$ cat config.mk
export PLATFORM = sky130hd
export DESIGN_NAME = vga_timing_flat
export DESIGN_NICKNAME = d
export VERILOG_FILES = /design/src/rtl/vga_timing_if.sv /design/src/rtl/vga_timing.sv /design/src/flat_wrapper.sv
export SDC_FILE = /design/constraint.sdc
export NUM_CORES = 1
export LEC_CHECK = 0
export BUFFER_PORTS_ARGS = -buffer_cell sky130_fd_sc_hd__buf_2
export CAP_MARGIN = 20
export CORE_MARGIN = 4
export CORE_UTILIZATION = 25
export CTS_BUF_LIST = sky130_fd_sc_hd__clkbuf_4
export DETAILED_ROUTE_END_ITERATION = 16
export PLACE_DENSITY = 0.44
export SYNTH_ARGS = -nofsm -noshare
export SYNTH_HDL_FRONTEND = slang
export SYNTH_SLANG_ARGS = --single-unit
$ cat constraint.sdc
create_clock -name clk -period 3.2 [get_ports clk]
set_input_delay 0.48 -clock clk [delete_from_list [all_inputs] [get_ports clk]]
set_output_delay 0.48 -clock clk [all_outputs]
set_load 0.05 [all_outputs]
$ cat src/rtl/vga_timing_if.sv
// VGA timing output bundle: pixel strobe, raster position, sync/blank flags and frame markers.
// The timing generator drives the master side; display pipelines read through the slave side.
interface vga_timing_if;
   logic        pix_en;
   logic [10:0] hcount;
   logic [10:0] vcount;
   logic        hsync;
   logic        vsync;
   logic        hblank;
   logic        vblank;
   logic        blank;
   logic        frame_start;
   logic [7:0]  frame_count;

   modport master (
      output pix_en, hcount, vcount, hsync, vsync,
             hblank, vblank, blank, frame_start, frame_count
   );

   modport slave (
      input  pix_en, hcount, vcount, hsync, vsync,
             hblank, vblank, blank, frame_start, frame_count
   );
endinterface

$ cat src/rtl/vga_timing.sv
// VGA raster timing generator: divides clk down to a pixel strobe, walks the raster and
// produces registered sync/blank flags aligned with the counters they describe.
module vga_timing #(
   parameter int H_ACTIVE = 640,
   parameter int H_FP     = 16,
   parameter int H_SYNC   = 96,
   parameter int H_BP     = 48,
   parameter int V_ACTIVE = 480,
   parameter int V_FP     = 10,
   parameter int V_SYNC   = 2,
   parameter int V_BP     = 33,
   parameter int CLK_DIV  = 2,
   parameter bit SYNC_POL = 1'b0
) (
   input  logic          clk,
   input  logic          rst_n,
   vga_timing_if.master  vga
);

   localparam logic [10:0] H_TOTAL  = 11'(H_ACTIVE + H_FP + H_SYNC + H_BP);
   localparam logic [10:0] H_ACT    = 11'(H_ACTIVE);
   localparam logic [10:0] HS_START = 11'(H_ACTIVE + H_FP);
   localparam logic [10:0] HS_END   = 11'(H_ACTIVE + H_FP + H_SYNC);
   localparam logic [10:0] V_TOTAL  = 11'(V_ACTIVE + V_FP + V_SYNC + V_BP);
   localparam logic [10:0] V_ACT    = 11'(V_ACTIVE);
   localparam logic [10:0] VS_START = 11'(V_ACTIVE + V_FP);
   localparam logic [10:0] VS_END   = 11'(V_ACTIVE + V_FP + V_SYNC);
   localparam logic [3:0]  DIV_MAX  = 4'(CLK_DIV - 1);

   logic [3:0]  div;
   logic [3:0]  div_next;
   logic [10:0] h_next;
   logic [10:0] v_next;
   logic        h_wrap;
   logic        v_wrap;

   always_comb begin
      div_next = (div == DIV_MAX) ? 4'd0 : div + 4'd1;
      h_wrap   = (vga.hcount == H_TOTAL - 11'd1);
      v_wrap   = (vga.vcount == V_TOTAL - 11'd1);
      h_next   = h_wrap ? 11'd0 : vga.hcount + 11'd1;
      v_next   = vga.vcount;
      if (h_wrap) begin
         v_next = v_wrap ? 11'd0 : vga.vcount + 11'd1;
      end
   end

   // Flags are decoded from the next counter values so they land on the same edge as the counters.
   always_ff @(posedge clk) begin
      if (!rst_n) begin
         div             <= 4'd0;
         vga.pix_en      <= 1'b0;
         vga.hcount      <= 11'd0;
         vga.vcount      <= 11'd0;
         vga.hsync       <= ~SYNC_POL;
         vga.vsync       <= ~SYNC_POL;
         vga.hblank      <= 1'b0;
         vga.vblank      <= 1'b0;
         vga.blank       <= 1'b0;
         vga.frame_start <= 1'b0;
         vga.frame_count <= 8'd0;
      end else begin
         div             <= div_next;
         vga.pix_en      <= (div_next == DIV_MAX);
         vga.frame_start <= 1'b0;
         if (vga.pix_en) begin
            vga.hcount <= h_next;
            vga.vcount <= v_next;
            vga.hblank <= (h_next >= H_ACT);
            vga.vblank <= (v_next >= V_ACT);
            vga.blank  <= (h_next >= H_ACT) || (v_next >= V_ACT);
            vga.hsync  <= ((h_next >= HS_START) && (h_next < HS_END)) ? SYNC_POL : ~SYNC_POL;
            vga.vsync  <= ((v_next >= VS_START) && (v_next < VS_END)) ? SYNC_POL : ~SYNC_POL;
            if (h_wrap && v_wrap) begin
               vga.frame_start <= 1'b1;
               vga.frame_count <= vga.frame_count + 8'd1;
            end
         end
      end
   end

endmodule

$ cat src/flat_wrapper.sv
// flat-port wrapper written by rule: the top's interface ports become plain ports
module vga_timing_flat 
#(
   parameter int H_ACTIVE = 640,
   parameter int H_FP     = 16,
   parameter int H_SYNC   = 96,
   parameter int H_BP     = 48,
   parameter int V_ACTIVE = 480,
   parameter int V_FP     = 10,
   parameter int V_SYNC   = 2,
   parameter int V_BP     = 33,
   parameter int CLK_DIV  = 2,
   parameter bit SYNC_POL = 1'b0
)
  (clk, rst_n, vga_pix_en, vga_hcount, vga_vcount, vga_hsync, vga_vsync, vga_hblank, vga_vblank, vga_blank, vga_frame_start, vga_frame_count);
  vga_timing_if vga_i ();
  input  logic clk;
  input  logic rst_n;
  output wire logic [$bits(vga_i.pix_en)-1:0] vga_pix_en;
  output wire logic [$bits(vga_i.hcount)-1:0] vga_hcount;
  output wire logic [$bits(vga_i.vcount)-1:0] vga_vcount;
  output wire logic [$bits(vga_i.hsync)-1:0] vga_hsync;
  output wire logic [$bits(vga_i.vsync)-1:0] vga_vsync;
  output wire logic [$bits(vga_i.hblank)-1:0] vga_hblank;
  output wire logic [$bits(vga_i.vblank)-1:0] vga_vblank;
  output wire logic [$bits(vga_i.blank)-1:0] vga_blank;
  output wire logic [$bits(vga_i.frame_start)-1:0] vga_frame_start;
  output wire logic [$bits(vga_i.frame_count)-1:0] vga_frame_count;
  assign vga_pix_en = vga_i.pix_en;
  assign vga_hcount = vga_i.hcount;
  assign vga_vcount = vga_i.vcount;
  assign vga_hsync = vga_i.hsync;
  assign vga_vsync = vga_i.vsync;
  assign vga_hblank = vga_i.hblank;
  assign vga_vblank = vga_i.vblank;
  assign vga_blank = vga_i.blank;
  assign vga_frame_start = vga_i.frame_start;
  assign vga_frame_count = vga_i.frame_count;
  vga_timing #(.H_ACTIVE(H_ACTIVE), .H_FP(H_FP), .H_SYNC(H_SYNC), .H_BP(H_BP), .V_ACTIVE(V_ACTIVE), .V_FP(V_FP), .V_SYNC(V_SYNC), .V_BP(V_BP), .CLK_DIV(CLK_DIV), .SYNC_POL(SYNC_POL)) u_core (.clk(clk), .rst_n(rst_n), .vga(vga_i));
endmodule
==> metrics.csv, run 1 <==
stage,metric,value,unit
grt,grt_pass1_vias,1978,
floorplanning,chipHeight,102.5,µm
synthesis,synthesis.area,0.002232,mm²
synthesis,synthArstFlopShare,0,
synthesis,synth_ff_type,dfxtp_1,
critical_path,critPathKind,reg2reg,
synthesis,yosys_register_bits,41,
synthesis,synth-edff-count,0,
cells_and_area,most-common-layout-cells,"dfxtp_1, buf_2, nor2_1",
clocking,ctsResizeCount,0,
grt,overflow,0,
route,drtPass1Iterations,4,
status,outcome,"complete, no violations",
floorplanning,start_util,0.2560,
grt,grt_max_degree,33,
floorplanning,fp-row-count,34,
timing,tightest_slew,0.5847,ns
critical_path,required,3.45,ns
critical_path,startpoint,u_core.vga.vcount[1]$_SDFFE_PN0P_,
synthesis,syn_avg_cell_area,8.001,µm²
placed_design,place_hpwl,4163,µm
floorplanning,die_x,102.5,µm
cells_and_area,final_nets,317,
floorplanning,fp.coreArea,0.008721,mm²
floorplanning,io_pins,39,
grt,antenna_found_initial,0,
route,ant_nets,0,
timing,fmax,0.4046,GHz
power,ir_drop,0.1745,mV
cells_and_area,layout-drive-gt1-share,0.1801,
route,drt-total-wl,5856,µm
route,drt_iter0_markers,49,
cells_and_area,diodes,0,
placed_design,placed_area,0.002500,mm²
critical_path,critPathCaptureType,flip-flop,
timing,hold_viol_final,0,
synthesis,yosysSeqAreaShare,0.3677,
clocking,cts_tree,yes,
cells_and_area,final_common_cell,dfxtp_1,
power,p_per_area,401.2,mW/mm²
timing,slew_violations,0,
clocking,cts_max_level,2,
clocking,clock_latency,0.35,ns
synthesis,synthDominantCellAreaShare,0.3677,
critical_path,start_kind,flip-flop,
clocking,clk_pin_slew,0.14,ns
clocking,clock-sinks,41,
synthesis,synth_cells,279,
synthesis,yosysWarningCount,0,
timing,post-route-period-util,0.7724,
timing,rsz0062_at_grt,false,
flow_run,drv_cap,0,
clocking,ctsHoldBuffers,0,
hold_path,hold_class,in2reg,
critical_path,arrival,2.72,ns
synthesis,synth_nets,286,
synthesis,ys_top_cells_by_area,"dfxtp_1, nor2_1, xor2_1",
route,vias,2057,
route,via_per_inst,4.909,
power,p_leak,1.106,nW
clocking,clock_path_buffers,2,
route,wl_per_cell,13.98,µm
placed_design,globalplace.congestion,0.8198,
cells_and_area,design_area,0.002634,mm²
timing,fin_setup_tns,0,ns
timing,setup_violations,0,
grt,grt_pass1_wl,9749,µm
placed_design,io_buffers,38,
timing,holdWs,0.4576,ns
hold_path,hp-start,rst_n,
clocking,clock-root-buffer,clkbuf_4,
floorplanning,die-area,0.01050,mm²
critical_path,crit_path_max_fanout,5,
synthesis,synth.largest_area_cell,dfxtp_1,
synthesis,ys_types,48,
timing,worst_slew_margin_rel,0.6049,
clocking,post_cts_buffers,0,
grt,grt.total_usage,0.1159,
timing,fin_skew,0.008676,ns
timing,period_minus_slack,2.472,ns
route,drc,0,
cells_and_area,syn_to_final_growth,17.99,%
critical_path,rr_startpoint,u_core.vga.vcount[1]$_SDFFE_PN0P_,
clocking,cts_made_buffers,5,
==> flip-flops by register name, indices dropped and copies added, names as in the netlist, 4 cells and up <==
name / count
u_core.vga.hcount: 11
u_core.vga.vcount: 11
u_core.vga.frame_count: 8
u_core.div: 4
==> metal layers <==
metal | vias up | global-route usage | share of wire
li1 | 1055 | - | -
met5 | - | 0 | 0
met2 | 42 | 0.1872 | 0.46
met4 | 0 | 0.03633 | 0.015
met1 | 954 | 0.1488 | 0.48
met3 | 6 | 0.03451 | 0.048
==> worst paths after layout <==
| check | end | slack [ns] | cells past startpoint |
|---|---|---|---|
| worst max-delay path | u_core.vga.vsync$_SDFFE_PN1P_ | 0.73 | 8 |
| worst min-delay path | u_core.vga.vcount[4]$_SDFFE_PN0P_ | 0.46 | 2 |
| worst max register to register | u_core.vga.vsync$_SDFFE_PN1P_ | 0.73 | 8 |
| worst min register to register | u_core.vga.frame_count[5]$_SDFFE_PN0P_ | 0.51 | 2 |
==> where the power goes <==
group	internal, mW	leakage, nW	switching (mW)	total (mW)
Clock	0.246	0.0558	0.191	0.437
Combinational	0.0241	0.718	0.0654	0.0895
Sequential	0.520	0.332	0.00969	0.530
==> critical path, stage by stage, from the launching register on <==
cell	delay, ns
dfxtp_1	0.37
inv_1	0.10
ha_1	0.15
nor4bb_1	0.48
and3_1	0.38
o21ai_1	0.12
a211o_1	0.31
nor4b_1	0.35
o21bai_1	0.10
==> synthesized netlist by cell type, drive strengths merged (5+ instances only) <==
cell type and count:
a21oi 18, and2 6, and3 11, and4 6, clkbuf 14, dfxtp 41
ha 5, inv 7, mux2i 7, nand2 24, nand3 12, nand4 5
nor2 37, nor3 7, o21ai 20, xor2 15
==> per-stage QoR <==
step	instances	utilization	power (mW)	setup slack, ns
4_1_cts	418	0.2989	1.075	0.7394
6_report	419	0.3020	1.057	0.7283
3_5_place_dp	410	0.2867	0.6276	0.7630
5_1_grt	419	0.3020	1.112	0.5989
3_3_place_gp	410	0.2867	0.6274	0.8071
2_1_floorplan	279	-	0.6050	0.6670
==> cells by family after synthesis <==
group,count (synthesis),synth area share
AND/OR/NAND/NOR,128,0.3094
AO/OA/AOI/OAI,56,0.1486
flip-flops,41,0.3677
buffers and inverters,24,0.04428
XOR/XNOR,18,0.07063
multiplexers,7,0.03139
adder cells (fa/ha/maj),5,0.02803
==> area by class of cell <==
class | count | area, µm²
Timing Repair Buffer | 41 | 232.7
Tap cell | 108 | 135.1
Inverter | 7 | 26.28
Clock buffer | 5 | 37.54
Clock inverter | 3 | 68.82
Sequential cell | 41 | 820.8
Multi-Input combinational cell | 214 | 1313
Fill cell | 932 | 6087
Power figures use the tool's default switching activity.
==> run 2: changes to the inputs <==
--- a/config.mk
+++ b/config.mk
@@ -11,7 +11,7 @@
 export CORE_UTILIZATION = 25
 export CTS_BUF_LIST = sky130_fd_sc_hd__clkbuf_4
 export DETAILED_ROUTE_END_ITERATION = 16
-export PLACE_DENSITY = 0.44
+export PLACE_DENSITY = 0.45
 export SYNTH_ARGS = -nofsm -noshare
 export SYNTH_HDL_FRONTEND = slang
 export SYNTH_SLANG_ARGS = --single-unit
==> constraint.sdc (replaced) <==
create_clock -name clk -period 2 [get_ports clk]
set_input_delay 0.3 -clock clk [delete_from_list [all_inputs] [get_ports clk]]
set_output_delay 0.3 -clock clk [all_outputs]
set_load 0.05 [all_outputs]
==> run 2 against run 1 <==
  * The flow now finishes with violations (setup timing)
  * Cell count is 11% higher
  * Combinational power increased by 82%
  * Utilization increased by 4.2 points
  * Worst hold slack got worse by 0.16 ns
  * Register-to-register slack lost 0.84 ns
  * Maximum frequency up 17%
  * Critical path depth is 1 lower
  * Flip-flop and latch count unchanged
  * Final area up 14%
  * Die area is the same
==> metrics.csv, run 2 (same netlist as run 1, synthesis figures left out) <==
stage,metric,value,unit
status,outcome,"complete, but fails checks",
status,violations,setup timing,
grt,antenna_found_initial,0,
route,drtPass1Iterations,4,
timing,worst_slew_margin_rel,0.5766,
floorplanning,chipHeight,102.5,µm
cells_and_area,syn_to_final_growth,34.31,%
hold_path,hp-start,rst_n,
timing,fmax,0.4724,GHz
cells_and_area,most-common-layout-cells,"buf_4, buf_2, nor2_1",
route,drt-total-wl,6315,µm
placed_design,io_buffers,38,
hold_path,hold_class,in2reg,
route,via_per_inst,4.735,
timing,fin_skew,0.01567,ns
clocking,cts_max_level,2,
route,wl_per_cell,13.61,µm
critical_path,crit_path_max_fanout,5,
timing,fin_setup_tns,-0.7712,ns
critical_path,timing.rr.end,u_core.vga.frame_count[7]$_SDFFE_PN0P_,
floorplanning,fp.coreArea,0.008721,mm²
critical_path,critPathKind,reg2reg,
clocking,cts_made_buffers,5,
grt,overflow,0,
timing,period_minus_slack,2.117,ns
grt,grt_max_degree,33,
power,p_per_area,524.5,mW/mm²
hold_path,worst_hold_path.endpoint,u_core.vga.vcount[4]$_SDFFE_PN0P_,
timing,rsz0062_at_grt,true,
critical_path,rr_startpoint,u_core.vga.hcount[5]$_SDFFE_PN0P_,
cells_and_area,diodes,0,
timing,finalWorstSetupSlack,-0.1167,ns
timing,tightest_slew,0.6344,ns
floorplanning,io_pins,39,
cells_and_area,biggestRegsByFlops,"u_core.vga.hcount x11, u_core.vga.vcount x11, u_core.vga.frame_count x8",
critical_path,required,2.28,ns
power,ir_drop,0.2431,mV
cells_and_area,final_common_cell,buf_4,
route,drt_iter0_markers,65,
timing,setup_violations,11,
floorplanning,fp-row-count,34,
clocking,clock_latency,0.36,ns
flow_run,drv_cap,0,
critical_path,critPathCaptureType,flip-flop,
critical_path,r2r_slack,-0.12,ns
route,vias,2197,
clocking,clock-root-buffer,clkbuf_4,
route,ant_nets,0,
floorplanning,die_x,102.5,µm
clocking,clk_pin_slew,0.14,ns
critical_path,arrival,2.39,ns
placed_design,globalplace.congestion,0.7975,
hold_path,hold-path-cell-count,2,
timing,post-route-period-util,1.058,
placed_design,place_hpwl,4609,µm
grt,grt.total_usage,0.1263,
floorplanning,start_util,0.2560,
grt,grt_pass1_wl,10440,µm
power,p_leak,1.324,nW
floorplanning,die-area,0.01050,mm²
cells_and_area,final_nets,362,
grt,grt_pass1_vias,2079,
clocking,clock_path_buffers,2,
cells_and_area,layout-drive-gt1-share,0.3258,
clocking,clock-sinks,41,
cells_and_area,finish.utilization,0.3438,
critical_path,start_kind,flip-flop,
clocking,cts_tree,yes,
route,drc,0,
critical_path,r2r_cells,7,
placed_design,dp_slack,-0.2021,ns
timing,slew_violations,0,
timing,hold_viol_final,0,
[run 2: cell count changes in the layout (fill, tap and decap cells not counted), moves of 2 or more]
| cell | delta |
|---|---|
| buf_4 | +43 |
| buf_6 | +3 |
| dfxtp_1 | -7 |
| dfxtp_2 | +6 |
| xnor2_1 | -2 |
| xnor2_2 | +2 |
[run 2: area by class of cell]
class / count / area (µm²)
clock buffers: 5 / 37.54
inverters: 7 / 26.28
clock inverters: 3 / 46.29
repair buffers: 86 / 561.8
well taps: 108 / 135.1
fillers: 921 / 5723
flip-flops and latches: 41 / 832.0
multi-input cells: 214 / 1359
[run 2: what timing repair did]
action,in CTS,in global routing
setup buffers,1,2
endpoints found under the setup margin,17,21
pin swaps,4,5
cloned,0,0
hold buffers,0,0
resized for setup,6,8
[run 2: layer usage]
metal | GRT usage | vias up | wire length [µm]
met4 | 0.03229 | 0 | 70
met2 | 0.2051 | 33 | 2966
li1 | - | 1138 | -
met5 | 0 | - | 0
met3 | 0.02639 | 6 | 244
met1 | 0.1712 | 1020 | 3033
[run 2: where the power goes]
part	total, mW	switching [mW]	internal, mW	leakage (nW)
clock	0.569	0.304	0.265	0.0414
sequential	0.840	0.00884	0.831	0.336
combinational	0.163	0.115	0.0487	0.947
[run 2: per-stage QoR]
step                hold slack (ns)  cell area, µm²  std cells  power [mW]
floorplan                    0.4625            2246        279      0.9672
global placement             0.4791            2841        454       1.022
detailed placement           0.4763            2841        454       1.023
CTS                          0.2736            2958        463       1.606
global route                 0.2836            2998        464       1.649
finish                       0.2933            2998        464       1.572
[run 2: worst max path at each step]
stage	start	slack, ns	cells past startpoint	endpoint
6_report	u_core.vga.hcount[5]$_SDFFE_PN0P_	-0.12	7	u_core.vga.frame_count[7]$_SDFFE_PN0P_
4_1_cts	u_core.vga.hcount[5]$_SDFFE_PN0P_	-0.14	6	u_core.vga.frame_count[5]$_SDFFE_PN0P_
3_5_place_dp	u_core.vga.hcount[5]$_SDFFE_PN0P_	-0.20	7	u_core.vga.vsync$_SDFFE_PN1P_
3_3_place_gp	u_core.vga.hcount[5]$_SDFFE_PN0P_	-0.14	7	u_core.vga.vsync$_SDFFE_PN1P_
5_1_grt	u_core.vga.hcount[0]$_SDFFE_PN0P_	-0.27	8	u_core.vga.vsync$_SDFFE_PN1P_
2_1_floorplan	u_core.vga.hcount[5]$_SDFFE_PN0P_	-0.34	7	u_core.vga.frame_count[5]$_SDFFE_PN0P_
[run 2: critical path: stages, from the launching register on]
cell and delay (ns):
dfxtp_4 0.36, or4_4 0.56, or3_4 0.37, nor3_4 0.24, buf_6 0.15, and4_4 0.22
xnor2_2 0.10, nor2_1 0.04
==> run 3: changes to the inputs <==
--- a/config.mk
+++ b/config.mk
@@ -7,11 +7,14 @@
 export LEC_CHECK = 0
 export BUFFER_PORTS_ARGS = -buffer_cell sky130_fd_sc_hd__buf_2
 export CAP_MARGIN = 20
+export CELL_PAD_IN_SITES_DETAIL_PLACEMENT = 0
+export CELL_PAD_IN_SITES_GLOBAL_PLACEMENT = 1
 export CORE_MARGIN = 4
 export CORE_UTILIZATION = 25
 export CTS_BUF_LIST = sky130_fd_sc_hd__clkbuf_4
 export DETAILED_ROUTE_END_ITERATION = 16
-export PLACE_DENSITY = 0.45
+export GPL_ROUTABILITY_DRIVEN = 0
+export PLACE_DENSITY = 0.57
 export SYNTH_ARGS = -nofsm -noshare
 export SYNTH_HDL_FRONTEND = slang
 export SYNTH_SLANG_ARGS = --single-unit
==> run 3 against run 2 <==
  * The run still ends with setup timing left
  * First-iteration DRC count fell by 26%
  * Routed wire length up 1.7%
  * Critical path depth did not move
  * Sequential share of layout area down 0.72 points
  * Clock power grew 24%
  * Clock skew decreased by 0.0035 ns
  * Non-clock buffer count increased by 1
  * Die area is the same
==> metrics.csv, run 3 (same netlist as run 1, synthesis figures left out) <==
stage,metric,value,unit
grt,grt_pass1_vias,2124,
flow_run,drv_cap,0,
timing,setup_violations,17,
power,ir_drop,0.2498,mV
clocking,clock_latency,0.36,ns
clocking,clock-sinks,41,
route,drtPass1Iterations,4,
floorplanning,die_x,102.5,µm
timing,worst_slew_margin_rel,0.6092,
status,violations,setup timing,
cells_and_area,diodes,0,
power,total_power,1.718,mW
clocking,clock_path_buffers,2,
route,highest_layer,met4,
critical_path,crit_chain,"or4_4, buf_4, or4_4, a21oi_2, a21o_1, nor4b_4, o21bai_1",
timing,period_minus_slack,2.149,ns
route,via_per_inst,4.830,
timing,hold_viol_final,0,
route,wl_met2,2931,µm
critical_path,crit_end,u_core.vga.vsync$_SDFFE_PN1P_,
hold_path,hold_class,in2reg,
placed_design,io_buffers,38,
placed_design,dp.cells,452,
clocking,cts_made_buffers,5,
critical_path,crit_path_max_fanout,3,
timing,holdWs,0.2807,ns
cells_and_area,layout.cells.non_filler,465,
critical_path,max_stage_delay,0.54,ns
critical_path,timing.rr.end,u_core.vga.vsync$_SDFFE_PN1P_,
clocking,cts_tree,yes,
cells_and_area,syn_to_final_growth,37.89,%
timing,fmax,0.4654,GHz
power,p_per_area,558.0,mW/mm²
cells_and_area,layout-drive-gt1-share,0.3585,
placed_design,placed_area,0.002826,mm²
timing,finalWorstSetupSlack,-0.1487,ns
floorplanning,die-area,0.01050,mm²
route,met3WireLength,255,µm
cells_and_area,design_area,0.003078,mm²
cells_and_area,most-common-layout-cells,"buf_4, buf_2, nor2_1",
floorplanning,start_util,0.2560,
critical_path,startpoint,u_core.vga.hcount[7]$_SDFFE_PN0P_,
critical_path,cp_slowest_cell,or4_4,
floorplanning,fp.coreArea,0.008721,mm²
critical_path,required,2.25,ns
timing,post-route-period-util,1.074,
clocking,clk_pin_slew,0.14,ns
cells_and_area,biggestRegsByFlops,"u_core.vga.hcount x11, u_core.vga.vcount x11, u_core.vga.frame_count x8",
clocking,cts_max_level,2,
timing,fin_skew,0.01218,ns
route,drt-total-wl,6420,µm
power,seqPwrFrac,0.489,
floorplanning,chipHeight,102.5,µm
timing,tightest_slew,0.5855,ns
grt,antenna_found_initial,0,
timing,slew_violations,0,
route,vias,2246,
critical_path,r2r_slack,-0.15,ns
route,ant_nets,0,
timing,rsz0062_at_grt,true,
power,switchingPower,437.9,µW
floorplanning,io_pins,39,
critical_path,critPathCaptureType,flip-flop,
cells_and_area,finish.utilization,0.3529,
critical_path,critPathKind,reg2reg,
route,drt_iter0_markers,48,
critical_path,rr_startpoint,u_core.vga.hcount[7]$_SDFFE_PN0P_,
floorplanning,fp-row-count,34,
grt,grt_max_degree,33,
grt,overflow,0,
status,outcome,"complete, but fails checks",
power,p_clk_frac,0.410,
route,wl_per_cell,13.81,µm
placed_design,place_hpwl,4671,µm
grt,grt_pass1_wl,10640,µm
route,drc,0,
route,wl_met1,3143,µm
grt,grt.total_usage,0.1280,
critical_path,arrival,2.40,ns
cells_and_area,final_nets,363,
critical_path,r2r_cells,7,
critical_path,cpMostUsedCell,or4_4,
power,internal_power,1.280,mW
cells_and_area,final_common_cell,buf_4,
power,power.share.combinational,0.102,
clocking,clock-root-buffer,clkbuf_4,
critical_path,start_kind,flip-flop,
power,power.share.switching,0.2549,
power,p_leak,1.365,nW
-- run 3: cell count changes in the layout (fill, tap and decap cells not counted), sizes merged --
| cell | delta |
|---|---|
| buf | +1 |
| bufinv | +1 |
| inv | +1 |
| clkinv | -1 |
| clkinvlp | -1 |
-- run 3: cell type report --
type | count | area, µm²
Inverter | 7 | 26.28
Sequential cell | 41 | 832.0
Clock buffer | 5 | 37.54
Tap cell | 108 | 135.1
Timing Repair Buffer | 87 | 569.3
Clock inverter | 3 | 68.82
Fill cell | 942 | 5643
Multi-Input combinational cell | 214 | 1409
-- run 3: metal layers --
| layer | vias up | track usage |
|---|---|---|
| li1 | 1139 | - |
| met1 | 1052 | 0.1726 |
| met2 | 47 | 0.2026 |
| met3 | 8 | 0.03315 |
| met4 | 0 | 0.03532 |
| met5 | - | 0 |
-- run 3: how the worst min path moves through the flow --
| stage | end | cells past startpoint | start | slack [ns] |
|---|---|---|---|---|
| 6_report | u_core.vga.hcount[5]$_SDFFE_PN0P_ | 2 | rst_n | 0.28 |
| 5_1_grt | u_core.vga.vcount[7]$_SDFFE_PN0P_ | 2 | rst_n | 0.25 |
| 4_1_cts | u_core.vga.hcount[5]$_SDFFE_PN0P_ | 2 | rst_n | 0.27 |
| 3_5_place_dp | u_core.div[0]$_SDFF_PN0_ | 1 | u_core.div[0]$_SDFF_PN0_ | 0.49 |
| 3_3_place_gp | u_core.vga.hblank$_SDFFE_PN0P_ | 2 | u_core.vga.hblank$_SDFFE_PN0P_ | 0.48 |
| 2_1_floorplan | u_core.div[0]$_SDFF_PN0_ | 1 | u_core.div[0]$_SDFF_PN0_ | 0.46 |
-- run 3: power by group through the flow --
stage	combinational (mW)	clock (mW)	sequential, mW
final	0.175	0.704	0.839
after floorplan	0.0567	0	0.911
after CTS	0.174	0.728	0.840
after global placement	0.167	0	0.857
after global routing	0.191	0.771	0.842
after detailed placement	0.166	0	0.857
-- run 3: stage by stage --
step	TNS (ns)	worst slack, ns
6_report	-1.197	-0.1487
5_1_grt	-3.045	-0.2342
4_1_cts	-1.474	-0.1649
3_5_place_dp	-1.093	-0.1655
3_3_place_gp	-0.6225	-0.1081
2_1_floorplan	-4.220	-0.3373
-- run 3: timing repair --
action | CTS | global route
gates resized for setup | 11 | 17
hold buffers | 0 | 0
buffers inserted | 4 | 1
endpoints found under the hold margin | 0 | 0
endpoints found under the setup margin | 19 | 22
pin swaps | 9 | 11
-- run 3: worst max-delay path: cells and delay by family (launching register included) --
| kind | cells | cell delay (ns) |
|---|---|---|
| AND/OR/NAND/NOR | 3 | 1.21 |
| flip-flops | 1 | 0.35 |
| buffers and inverters | 1 | 0.16 |
| AO/OA/AOI/OAI | 3 | 0.33 |
